<file path="src/rtl/serial_frame_sequencer_if.sv">
// Stream interface for serial_frame_sequencer: the word-in stream (s_*) and
// the captured-word-out stream (m_*). The master side is the host that feeds
// words and drains results; the slave side is the sequencer itself.
interface serial_frame_sequencer_if #(
    parameter int W = 8
);
    logic         s_valid;
    logic         s_ready;
    logic [W-1:0] s_data;
    logic         m_valid;
    logic         m_ready;
    logic [W-1:0] m_data;
    logic         m_err;

    modport master (
        output s_valid, s_data, m_ready,
        input  s_ready, m_valid, m_data, m_err
    );

    modport slave (
        input  s_valid, s_data, m_ready,
        output s_ready, m_valid, m_data, m_err
    );
endinterface

</file>
<file path="src/rtl/serial_frame_sequencer.sv">
// serial_frame_sequencer: takes one parallel word at a time, shifts it MSB-first
// into the bit-serial datapath with dp_en held high, captures the datapath's
// serial response LAT clocks later and returns the reassembled word.
// Optional feature macro: SEQ_PARITY_EN appends an even-parity bit to each
// frame and reports a parity mismatch on m_err (otherwise m_err is tied 0).
//
// state | meaning
// IDLE  | waiting for a word, s_ready high
// SHIFT | dp_en high, one frame bit per clock onto dp_d
// DRAIN | datapath pipeline still delivering response bits
// DONE  | captured word presented on m_valid/m_data until taken
module serial_frame_sequencer #(
    parameter int W     = 8,
    parameter int LAT   = 1,
    parameter int CNT_W = 16
) (
    input  logic                   clk,
    input  logic                   rst,
    serial_frame_sequencer_if.slave bus,
    output logic                   dp_en,
    output logic                   dp_d,
    input  logic                   dp_q,
    output logic                   busy,
    output logic [CNT_W-1:0]       frame_cnt
);

`ifdef SEQ_PARITY_EN
    localparam int N = W + 1;
`else
    localparam int N = W;
`endif
    localparam int CW = $clog2(N + 1);

    typedef enum logic [1:0] {IDLE, SHIFT, DRAIN, DONE} state_t;

    state_t        state;
    logic [N-1:0]  shift_reg;
    logic [N-1:0]  rx;
    logic [N-1:0]  rx_next;
    logic [N-1:0]  load_val;
    logic [CW-1:0] tx_cnt;
    logic [CW-1:0] rx_cnt;
    logic          en_dly;
    logic          cap_done;
    logic          tx_last;
    logic          enter_done;
    logic          m_valid_r;
    logic [W-1:0]  m_data_r;
    logic [W-1:0]  cap_data;

    assign bus.s_ready = (state == IDLE);
    assign bus.m_valid = m_valid_r;
    assign bus.m_data  = m_data_r;

`ifdef SEQ_PARITY_EN
    logic m_err_r;
    logic cap_err;
    assign load_val    = {bus.s_data, ^bus.s_data};
    // Last captured bit is the parity bit; compare it against the data bits.
    assign cap_err     = (^rx_next[N-1:1]) ^ rx_next[0];
    assign bus.m_err   = m_err_r;
`else
    assign load_val    = bus.s_data;
    assign bus.m_err   = 1'b0;
`endif

    assign rx_next    = {rx[N-2:0], dp_q};
    assign cap_data   = rx_next[N-1 -: W];
    // cap_done marks the edge that takes in the final response bit.
    assign cap_done   = en_dly && (rx_cnt == CW'(N - 1));
    assign tx_last    = (tx_cnt == CW'(N - 1));
    // With LAT=0 the final capture lands on the last SHIFT edge, so DRAIN is skipped.
    assign enter_done = cap_done && ((state == DRAIN) || ((state == SHIFT) && tx_last));

    generate
        if (LAT == 0) begin : g_no_dly
            assign en_dly = dp_en;
        end else begin : g_dly
            logic [LAT-1:0] en_pipe;
            // Delay dp_en by LAT clocks to line up with valid dp_q.
            always_ff @(posedge clk or posedge rst) begin
                if (rst) begin
                    en_pipe <= '0;
                end else begin
                    en_pipe <= (en_pipe << 1) | LAT'(dp_en);
                end
            end
            assign en_dly = en_pipe[LAT-1];
        end
    endgenerate

    // Frame sequencing FSM with registered outputs and response capture.
    always_ff @(posedge clk or posedge rst) begin
        if (rst) begin
            state     <= IDLE;
            shift_reg <= '0;
            rx        <= '0;
            tx_cnt    <= '0;
            rx_cnt    <= '0;
            dp_en     <= 1'b0;
            dp_d      <= 1'b0;
            busy      <= 1'b0;
            m_valid_r <= 1'b0;
            m_data_r  <= '0;
            frame_cnt <= '0;
`ifdef SEQ_PARITY_EN
            m_err_r   <= 1'b0;
`endif
        end else begin
            if (en_dly) begin
                rx     <= rx_next;
                rx_cnt <= rx_cnt + CW'(1);
            end

            case (state)
                IDLE: begin
                    if (bus.s_valid) begin
                        shift_reg <= load_val;
                        dp_d      <= load_val[N-1];
                        dp_en     <= 1'b1;
                        tx_cnt    <= '0;
                        rx_cnt    <= '0;
                        rx        <= '0;
                        busy      <= 1'b1;
                        state     <= SHIFT;
                    end
                end
                SHIFT: begin
                    if (tx_last) begin
                        dp_en <= 1'b0;
                        dp_d  <= 1'b0;
                        state <= cap_done ? DONE : DRAIN;
                    end else begin
                        dp_d      <= shift_reg[N-2];
                        shift_reg <= shift_reg << 1;
                        tx_cnt    <= tx_cnt + CW'(1);
                    end
                end
                DRAIN: begin
                    if (cap_done) begin
                        state <= DONE;
                    end
                end
                DONE: begin
                    if (bus.m_ready) begin
                        m_valid_r <= 1'b0;
                        frame_cnt <= frame_cnt + CNT_W'(1);
                        busy      <= 1'b0;
                        state     <= IDLE;
                    end
                end
                default: state <= IDLE;
            endcase

            if (enter_done) begin
                m_valid_r <= 1'b1;
                m_data_r  <= cap_data;
`ifdef SEQ_PARITY_EN
                m_err_r   <= cap_err;
`endif
            end
        end
    end

endmodule

</file>
<file path="src/flat_wrapper.sv">
// flat-port wrapper written by rule: the top's interface ports become plain ports
module serial_frame_sequencer_flat 
#(
    parameter int W     = 8,
    parameter int LAT   = 1,
    parameter int CNT_W = 16
)
  (clk, rst, dp_en, dp_d, dp_q, busy, frame_cnt, bus_s_valid, bus_s_data, bus_m_ready, bus_s_ready, bus_m_valid, bus_m_data, bus_m_err);
  serial_frame_sequencer_if #(.W(W)) bus_i ();
  input  logic clk;
  input  logic rst;
  output logic dp_en;
  output logic dp_d;
  input  logic dp_q;
  output logic busy;
  output logic [CNT_W-1:0] frame_cnt;
  input wire logic [$bits(bus_i.s_valid)-1:0] bus_s_valid;
  input wire logic [$bits(bus_i.s_data)-1:0] bus_s_data;
  input wire logic [$bits(bus_i.m_ready)-1:0] bus_m_ready;
  output wire logic [$bits(bus_i.s_ready)-1:0] bus_s_ready;
  output wire logic [$bits(bus_i.m_valid)-1:0] bus_m_valid;
  output wire logic [$bits(bus_i.m_data)-1:0] bus_m_data;
  output wire logic [$bits(bus_i.m_err)-1:0] bus_m_err;
  assign bus_i.s_valid = bus_s_valid;
  assign bus_i.s_data = bus_s_data;
  assign bus_i.m_ready = bus_m_ready;
  assign bus_s_ready = bus_i.s_ready;
  assign bus_m_valid = bus_i.m_valid;
  assign bus_m_data = bus_i.m_data;
  assign bus_m_err = bus_i.m_err;
  serial_frame_sequencer #(.W(W), .LAT(LAT), .CNT_W(CNT_W)) u_core (.clk(clk), .rst(rst), .bus(bus_i), .dp_en(dp_en), .dp_d(dp_d), .dp_q(dp_q), .busy(busy), .frame_cnt(frame_cnt));
endmodule
</file>
<file path="config.mk">
export PLATFORM = sky130hd
export DESIGN_NAME = serial_frame_sequencer_flat
export DESIGN_NICKNAME = d
export VERILOG_FILES = /design/src/rtl/serial_frame_sequencer_if.sv /design/src/rtl/serial_frame_sequencer.sv /design/src/flat_wrapper.sv
export SDC_FILE = /design/constraint.sdc
export NUM_CORES = 1
export LEC_CHECK = 0
export CAP_MARGIN = 20
export CORE_MARGIN = 2
export CORE_UTILIZATION = 35
export CTS_CLUSTER_SIZE = 20
export DETAILED_ROUTE_END_ITERATION = 8
export REMOVE_ABC_BUFFERS = 1
export SYNTH_ARGS = -nofsm -noshare
export SYNTH_HDL_FRONTEND = slang
export SYNTH_SLANG_ARGS = --single-unit
</file>
<file path="constraint.sdc">
create_clock -name clk -period 4.9 [get_ports clk]
set_input_delay 0.98 -clock clk [delete_from_list [all_inputs] [get_ports clk]]
set_output_delay 0.98 -clock clk [all_outputs]
set_load 0.01 [all_outputs]
</file>
== Word level (Yosys, flattened, before mapping) ==
Index checks and enable logic that the tools add are counted.

* Input port bits: 13
* Flip-flop bits (word level): 54
* Output and inout port bits: 30
* Word-level logic and storage cells: 69

* $add $sub $neg: 3
* Equal/unequal tests: 10
* Mux-type cells: 28
* Reductions and logical operators: 16

{| class="wikitable"
|+ Operators by type and width
! operator !! count
|-
| 2-to-1 mux 8 bit || 3
|-
| 2-to-1 mux 4 bit || 5
|-
| adder 16 x 1 -> 16 bit, second input constant || 1
|-
| 2-to-1 mux 7 bit || 2
|-
| case mux 7 bit (2 select lines) || 1
|-
| AND reduction 3 bit || 3
|-
| adder 4 x 1 -> 4 bit, second input constant || 2
|-
| equality test 4 x 3 -> 1 bit, second input constant || 2
|-
| 2-to-1 mux 1 bit || 8
|-
| 2-to-1 mux 2 bit || 4
|-
| case mux 2 bit (4 select lines) || 1
|-
| case mux 4 bit (2 select lines) || 1
|-
| nonzero test 2 bit || 4
|-
| != test 2 bit, second input constant || 3
|-
| case mux 1 bit (2 select lines) || 3
|-
| AND reduction 2 bit || 3
|-
| equality test 2 bit, second input constant || 2
|-
| != test 2 x 1 -> 1 bit, second input constant || 2
|-
| AND reduction 4 bit || 1
|-
| logical AND 1 bit || 3
|-
| equality test 2 x 1 -> 1 bit, second input constant || 1
|-
| logical NOT 2 bit || 1
|-
| logical OR 1 bit || 1
|}

== Longest topological paths before layout ==
* Depth after elaboration: 6
* Depth in mapped cells: 8
* Gate-level depth less buffers: 6

== Worst setup path after synthesis ==
No wires, ideal clock.

* Path kind: reg2out
* Start point: register u_core.state[0]
* End point: output port bus_s_ready
* Required time: 3,920 ps
* Arrival time: 801 ps
* Path slack: 3,119 ps
* Buffers on the path: 0
* Stages on the path, launching flop included: 3
* Cell sequence: dfrtp_1 -> inv_1 -> ha_1

* Cells in the longest elaborated chain, start to end: 1

{| class="wikitable"
|+ RTL lines
! element !! line !! source
|-
| start: declaration || serial_frame_sequencer.sv:36 || <nowiki>state_t state;</nowiki>
|-
| start signal: assignment || serial_frame_sequencer.sv:132 || <nowiki>state <= cap_done ? DONE : DRAIN;</nowiki>
|-
| logical NOT 2 bit || serial_frame_sequencer.sv:51 || <nowiki>assign bus.s_ready = (state == IDLE);</nowiki>
|-
| end: declaration || flat_wrapper.sv:20 || <nowiki>output wire logic [$bits(bus_i.s_ready)-1:0] bus_s_ready;</nowiki>
|}

No other way between the ends.

== Worst setup path in the final report ==
Same ends and word-level chain as after synthesis.

==> flow_summary.ini <==
[layout]
top_register = u_core.frame_cnt
final_cells = 356
fin_nets = 279
largest_register_ffs = 16
areaGrowthSynthToFinish_pct = 23.4
regArea_mm2 = 0.00133
fin_util_pct = 44.9
multi_input_area_mm2 = 0.00109
drive_gt1_share_pct = 11.9
final_area_mm2 = 0.00307
mostFrequentLayoutCells = dfrtp_1, clkdlybuf4s50_1, nor2_1
fillerInstances = 663
diodes = 0
final_common_cell = dfrtp_1

[sta]
whs_ps = 466
final-setup-viol-count = 0
skew_ps = 6.90
maxSlewHeadroom_pct = 46.7
period_minus_slack_ps = 2760
fmaxAchievable_ghz = 0.362
finalCritPeriodShare_pct = 56.4
rsz0062_at_grt = false
hold_viol_final = 0
worst_pin_slew_ps = 799
layout_setup_ws_ps = 2140
finalSetupTns_ps = 0
slew_violations = 0

[placed_design]
dpl_cell_area_mm2 = 0.00298
gp_congestion = 0.735
place_inst = 348
dp_hpwl_mm = 2.99
io_buffers = 41
pre_cts_slack_ps = 2320

[global_routing]
grt.overflow.total = 0
track_usage_pct = 12.7
grt_max_degree = 54
grt_pass1_wl_mm = 7.80
antenna_found_initial = 0
grt_pass1_vias = 1693

[route]
drt_pass1_iterations = 4
drt_iter0_drc = 96
remaining_drc_errors = 0
num_vias = 1673
wirelength_mm = 4.38
viasPerCell = 4.70
ant_nets = 0
wl_per_cell_um = 12.3

[logic_synthesis]
synth_cell_types = 43
yosys_warnings = 0
avgSynthCellArea_um2 = 11.5
ys_ff_latch = 53
ys.flop_type = dfrtp_1
synth_area_mm2 = 0.00248
async_flop_share_pct = 100
yosysSeqAreaShare_pct = 53.4
synth_cells = 216
synth_edf_count = 0

[setup_path]
crit_slowest_cell = clkdlybuf4s50_1
max_stage_delay_ps = 600
crit_path_end_kind = output pin
worstPathArrival_ps = 1780
crit_required_ps = 3920
crit_path_start_kind = flip-flop
crit_chain = inv_1, ha_1, clkdlybuf4s50_1
crit_type = flip-flop to output pin
crit_fanout = 8

[clock_tree]
cts_root_buffer = clkbuf_8
clk_latency_ps = 300
ctsResizeCount = 0
cts_buffers = 5
clock_path_buffers = 2
htreeDepth = 2
clkSlewWorstSetupHoldPaths_ps = 90
postCtsHoldBufs = 0
clkSinkCount = 53
post-cts-setup-buffers = 0
tritoncts = done

[run_status]
outcome = finished clean

[power_and_ir_drop]
peakVddDrop_uv = 98.0
p_total_uw = 708
power.density_mw_per_mm2 = 231
p_leak_nw = 1.28

[floorplanning]
rows = 30
die-height_um = 88.2
die_area_mm2 = 0.00779
coreArea_mm2 = 0.00683
dieWidth_um = 88.2
initial_core_util_pct = 36.4
io-pin-count = 43

[run]
maxCapViolations = 0

[min_path]
hp-class = flip-flop to flip-flop
[where the power goes]
group / switching (mW) / leakage [nW] / internal, mW
logic: 0.0126 / 0.595 / 0.0114
clock network: 0.146 / 0.0374 / 0.101
registers: 0.000180 / 0.650 / 0.437
[final timing paths]
| kind | startpoint | endpoint | slack (ps) | depth (start not counted) |
|---|---|---|---|---|
| worst max register to register | u_core.state[1] | u_core.bus.m_data[1] | 2730 | 5 |
| worst min register to register | u_core.dp_en | u_core.en_dly | 470 | 0 |
| max in group asynchronous | rst | u_core.shift_reg[6] | 3300 | 3 |
| min in group asynchronous | rst | u_core.frame_cnt[13] | 1160 | 3 |
| worst max-delay path | u_core.state[0] | bus_s_ready | 2140 | 3 |
| worst min-delay path | u_core.dp_en | u_core.en_dly | 470 | 0 |
[Yosys cell counts (all sizes together) (2+ instances only)]
cell type	count	area share, %
ha	7	3.5
dfrtp	53	53
mux2i	16	6.6
and3	2	0.50
nor3	3	1.3
mux2	11	5.0
nand3	10	2.0
a21oi	10	2.0
xnor2	14	4.9
nand4	4	1.0
nor2b	4	1.0
nand2	15	2.4
xor2	6	2.1
buf	5	1.6
inv	6	0.91
o21ai	6	1.2
nor2	27	4.5
[worst max-delay path: cells and delay by family, from the launching register on]
kind	cells	cell delay, ps
adder cells (fa/ha/maj)	1	350
buffers and inverters	2	720
flip-flops	1	410
[kinds of logic after synthesis]
group                      count (synthesis)  share of synthesized area [%]
AOI/OAI and AO/OA                         23                           6.05
xor gates and xnor gates                  20                           7.05
buffers and inverters                     12                           2.67
DFF                                       53                           53.4
and+or+nand+nor                           73                           15.6
muxes                                     27                           11.6
other                                      1                          0.151
adders and majority gates                  7                           3.53
[area by class of cell]
class | count | share of cell area, %
Tap cell | 96 | 3.92
Sequential cell | 53 | 43.3
Clock inverter | 2 | 0.490
Inverter | 6 | 0.735
Clock buffer | 6 | 2.37
Multi-Input combinational cell | 151 | 35.6
Timing Repair Buffer | 42 | 13.6
[metal layers]
| layer | track usage, % | part of all wire (%) | up-vias |
|---|---|---|---|
| met1 | 17.4 | 49 | 813 |
| met2 | 19.2 | 46 | 34 |
| met3 | 3.36 | 3.6 | 4 |
| met4 | 5.37 | 1.7 | 0 |
| met5 | 0 | 0 | - |
| li1 | - | - | 822 |
Power figures use the tool's default switching activity.
==> RTL edit 1 (config.mk and constraints unchanged) <==
`W` is set to 8 in 3 places; all go to 16.
--- a/src/rtl/serial_frame_sequencer_if.sv
+++ b/src/rtl/serial_frame_sequencer_if.sv
@@ -2,7 +2,7 @@
 // the captured-word-out stream (m_*). The master side is the host that feeds
 // words and drains results; the slave side is the sequencer itself.
 interface serial_frame_sequencer_if #(
-    parameter int W = 8
+    parameter int W = 16
 );
     logic         s_valid;
     logic         s_ready;
--- a/src/rtl/serial_frame_sequencer.sv
+++ b/src/rtl/serial_frame_sequencer.sv
@@ -10,7 +10,7 @@
 // DRAIN | datapath pipeline still delivering response bits
 // DONE  | captured word presented on m_valid/m_data until taken
 module serial_frame_sequencer #(
-    parameter int W     = 8,
+    parameter int W     = 16,
     parameter int LAT   = 1,
     parameter int CNT_W = 16
 ) (
--- a/src/flat_wrapper.sv
+++ b/src/flat_wrapper.sv
@@ -1,7 +1,7 @@
 // flat-port wrapper written by rule: the top's interface ports become plain ports
 module serial_frame_sequencer_flat 
 #(
-    parameter int W     = 8,
+    parameter int W     = 16,
     parameter int LAT   = 1,
     parameter int CNT_W = 16
 )
Interface: changed (resized bus_m_data and bus_s_data); port bits go from 43 to 59. No check against the original RTL was run, so the function may have changed too.
==> RTL edit 1 against the original RTL <==
- design area is 46% higher
- sequential cell count is 26 higher
- hold slack better by 5.5 ps
- sequential share of layout area is 0.97 points higher
- clock skew is 5.7 ps higher
- area after synthesis is 45% higher
- power is 71% higher
- count of clock-buffer cells in the layout is 3 higher
- worst setup slack worse by 110 ps
- wire length is 52% higher
- critical path type unchanged
- critical endpoint unchanged
==> RTL edit 1: results (changes against the original RTL) <==
* Status: finished clean
* Die area at 0.01114 mm^2 (+43%)
* Post-synthesis mux area share at 0.1598 (+0.04392)
* Top cells by count, synth: 79 x dfrtp_1, 42 x nor2_1, 34 x mux2i_1
* Inverters at 11 (+5)
* Pre-CTS setup slack at 1901 ps (-418.5 ps)
* Count of multi-input gates at 198 (+31%)
* R2r worst-path depth at 6 (+1)
* Post-synthesis compound-gate area fraction at 0.06655 (+0.006098)
* Sequential share of the synthesized area at 0.5477 (+0.01366)
* Vias in the first global route at 2335 (+38%)
* Wire length on met2 at 3.048 mm (+52%)
* H-tree depth at 3 (+1)
* DP Cell Count at 483 (+39%)
* TritonCTS buffer count at 9 (+4)
* Pleak at 0.001922 uW (+50%)
* Fin nets at 389 (+39%)
* Max Fclk at 0.3485 GHz (-3.7%)
* R2r setup slk at 2350 ps (-380 ps)
* Worst slew pin tran at 1069 ps (+269.8 ps)
* Fraction of layout cells with a size suffix above 1 at 0.1185 (-0.0007735)
* Initial DRC Count at 84 (-13%)
* Peak VDD IR at 0.0001147 V (+17%)
* Non-clk buf share at 0.1310 (-0.005308)
* Met3 Usage GRT at 0.03525 (+0.001668)
* First-pass GRT wire length at 11.46 mm (+47%)
* Layout Cells excl Fill at 499 (+40%)
RTL edit 1: how the worst min path moves through the flow:
stage | slack, ps | end | from
floorplan | 450 | u_core.en_dly$_DFF_PP0_ | u_core.dp_en$_DFFE_PP0P_
global placement | 460 | u_core.frame_cnt[15]$_DFFE_PP0P_ | u_core.frame_cnt[15]$_DFFE_PP0P_
detailed placement | 470 | u_core.frame_cnt[15]$_DFFE_PP0P_ | u_core.frame_cnt[15]$_DFFE_PP0P_
CTS | 490 | u_core.frame_cnt[15]$_DFFE_PP0P_ | u_core.frame_cnt[15]$_DFFE_PP0P_
global route | 500 | u_core.en_dly$_DFF_PP0_ | u_core.dp_en$_DFFE_PP0P_
finish | 470 | u_core.en_dly$_DFF_PP0_ | u_core.dp_en$_DFFE_PP0P_
RTL edit 1: where the power goes:
group,internal (uW),switching [uW],total [uW]
Combinational,20.6,22.0,42.6
Sequential,658,4.83,662
Clock,242,261,503
Total,921,287,1210
==> RTL edit 2 (same settings) <==
Made on the original files. Re-encode `state_t` (4 states) as one-hot, 4 bits wide.
--- a/src/rtl/serial_frame_sequencer.sv
+++ b/src/rtl/serial_frame_sequencer.sv
@@ -31,7 +31,7 @@
 `endif
     localparam int CW = $clog2(N + 1);
 
-    typedef enum logic [1:0] {IDLE, SHIFT, DRAIN, DONE} state_t;
+    typedef enum logic [3:0] {IDLE = 4'b0001, SHIFT = 4'b0010, DRAIN = 4'b0100, DONE = 4'b1000} state_t;
 
     state_t        state;
     logic [N-1:0]  shift_reg;
Check against the original RTL: no difference found for any inputs over 10 cycles, from zero or initial values and one cycle with rst high; not proved beyond that.
==> RTL edit 2 against the original RTL <==
- wire length is 3.7% higher
- area after synthesis is 1.5% lower
- sequential cell count is 2 higher
- non-clock buffer count is 1 higher
- via count is 2.9% lower
- count of clock-buffer cells in the layout is 2 higher
- worst setup slack worse by 190 ps
- first-iteration DRC count is 51% lower
- design area is 0.37% lower
- sequential share of layout area is 1.8 points higher
- critical endpoint unchanged
Power is not compared: it rests on default switching activity, and its combinational part moved more than twofold at a synthesized area within 25%.
==> RTL edit 2: results (changes against the original RTL) <==
* R2r worst-path depth at 3 (-2)
* Vias in the first global route at 1687 (-0.35%)
* Synth unique cells at 43 (unchanged)
* Routability cong. at 0.7248 (-1.3%)
* R2r setup slk at 2790 ps (+60 ps)
* Max transition margin at 0.3192 (-0.1482)
* Largest register FFs at 16 (unchanged)
* CP max stage delay at 670 ps (+70 ps)
* CTS max path bufs at 2 (unchanged)
* Wire length on met2 at 2.062 mm (+2.8%)
* WL met3 at 142 um (-9.0%)
* Uppermost layer routed: met4
* Routed length on met1 at 2.256 mm (+5.1%)
* Critical-path top delay cell: dfstp_2
* I/O Buffers at 41 (unchanged)
* Setup bufs post-CTS at 0 (unchanged)
* RR Endpoint: u_core.bus.m_data[4]$_DFFE_PP0P_
* Peak VDD IR at 0.0002021 V
* Status: finished clean
* Initial DRC Count at 47 (-51%)
* Sequential share of the synthesized area at 0.5629 (+0.02888)
* CP Max Fanout at 11 (+3)
* CTS clock-pin slew for the worst setup and hold paths at 90 ps (about the same)
* Router iterations before antenna repair at 4 (unchanged)
* Pin count of the biggest net entering global routing at 37 (-31%)
* CTS resizes at 0 (unchanged)
* Worst setup path end: bus_s_ready
* Vias per inst at 4.697 (about the same)
* Clock Latency Late Sink at 310 ps
* Yosys warns at 0 (unchanged)
* CP Launch Point: u_core.state[0]$_DFFE_PP1P_
* Biggest register: u_core.frame_cnt
* TritonCTS buffer count at 5 (unchanged)
* Initial antenna violation count at 0 (unchanged)
* Diodes inserted at 0 (unchanged)
* Top cells by count, synth: 54 x dfrtp_1, 21 x nor2_1, 15 x mux2i_1
* Clock Root Buffer: clkbuf_8
* First-pass GRT wire length at 8.086 mm (+3.6%)
* Fraction of layout cells with a size suffix above 1 at 0.1080 (-0.01123)
* Top_reg_cell synth: dfrtp_1
* Routed Wire Length at 4.543 mm (+3.7%)
* Pleak at 0.001400 uW
* Synth top area cells: dfrtp_1 55%, mux2i_1 6.1%, mux2_2 4.6%
* CP arrival at 1980 ps (+200 ps)
* Clock Skew at 3.330 ps (-3.573 ps)
* Worst Hold Class: flip-flop to flip-flop
* H-tree depth at 2 (unchanged)
* All-layer global routing usage at 0.1328 (+0.005609)
* Top Family by Delay on Critical Path: flip-flops
* Asr flop ratio synth at 1.000 (unchanged)
* Detailed placement HPWL at 3.162 mm (+5.7%)
* Fin nets at 265 (-5.0%)
* Critical R2R Launch: u_core.en_dly$_DFF_PP0_
RTL edit 2: changes by cell type after synthesis, sizes merged, moves of 2 or more:
cell,unedited run,this run
nor2b,4,1
xor2,6,11
nor4b,0,3
and2,1,3
ha,7,3
nand2,15,11
nor2,27,21
o21a,0,3
a21oi,10,1
xnor2,14,9
nand3,10,6
buf,5,8
RTL edit 2: worst min-delay path by stage:
| stage | startpoint | endpoint | depth (start not counted) |
|---|---|---|---|
| 6_report | u_core.dp_en$_DFFE_PP0P_ | u_core.en_dly$_DFF_PP0_ | 0 |
| 5_1_grt | u_core.dp_en$_DFFE_PP0P_ | u_core.en_dly$_DFF_PP0_ | 0 |
| 4_1_cts | u_core.dp_en$_DFFE_PP0P_ | u_core.en_dly$_DFF_PP0_ | 0 |
| 3_5_place_dp | u_core.dp_en$_DFFE_PP0P_ | u_core.en_dly$_DFF_PP0_ | 0 |
| 3_3_place_gp | u_core.dp_en$_DFFE_PP0P_ | u_core.en_dly$_DFF_PP0_ | 0 |
| 2_1_floorplan | u_core.dp_en$_DFFE_PP0P_ | u_core.en_dly$_DFF_PP0_ | 0 |
RTL edit 2: area by class of cell:
cell class	instances	area, um^2
multi-input cells	137	1005
inverters	7	26.28
fillers	633	3740
repair buffers	43	425.4
flip-flops and latches	55	1378
well taps	96	120.1
clock buffers	8	100.1
RTL edit 2: report_power, final:
group	internal, uW	switching (uW)	total, uW
clock	129	142	272
combinational	130	135	265
sequential	538	75.5	613
total	797	353	1150
RTL edit 2: cells by family (layout without fill, tap and decap cells):
family | count (synthesis) | count (layout) | synth area share
AOI/OAI and AO/OA | 19 | 19 | 0.05113
xor gates and xnor gates | 20 | 20 | 0.07158
adders and majority gates | 3 | 3 | 0.01534
buffers and inverters | 16 | 58 | 0.02914
DFF | 55 | 55 | 0.5629
muxes | 25 | 25 | 0.1074
other | 1 | 1 | 0.001532
and+or+nand+nor | 69 | 69 | 0.1610
RTL edit 2: layer usage:
metal / global-route usage / up-vias
met5: 0 / -
met4: 0.05035 / 0
met3: 0.03205 / 6
met2: 0.2004 / 29
met1: 0.1855 / 796
li1: - / 794
RTL edit 2: metrics by stage:
stage | cell area [um^2] | std cells | hold slack, ps | power, uW | worst slack (ps)
after floorplan | 2402 | 199 | 429.2 | 789.8 | 1878
after global placement | 2954 | 338 | 397.0 | 886.9 | 2236
final | 3054 | 346 | 414.5 | 1150 | 1942
after global routing | 3054 | 346 | 442.5 | 1229 | 1825
after detailed placement | 2954 | 338 | 394.0 | 892.6 | 2173
after CTS | 3054 | 346 | 419.0 | 1167 | 1915
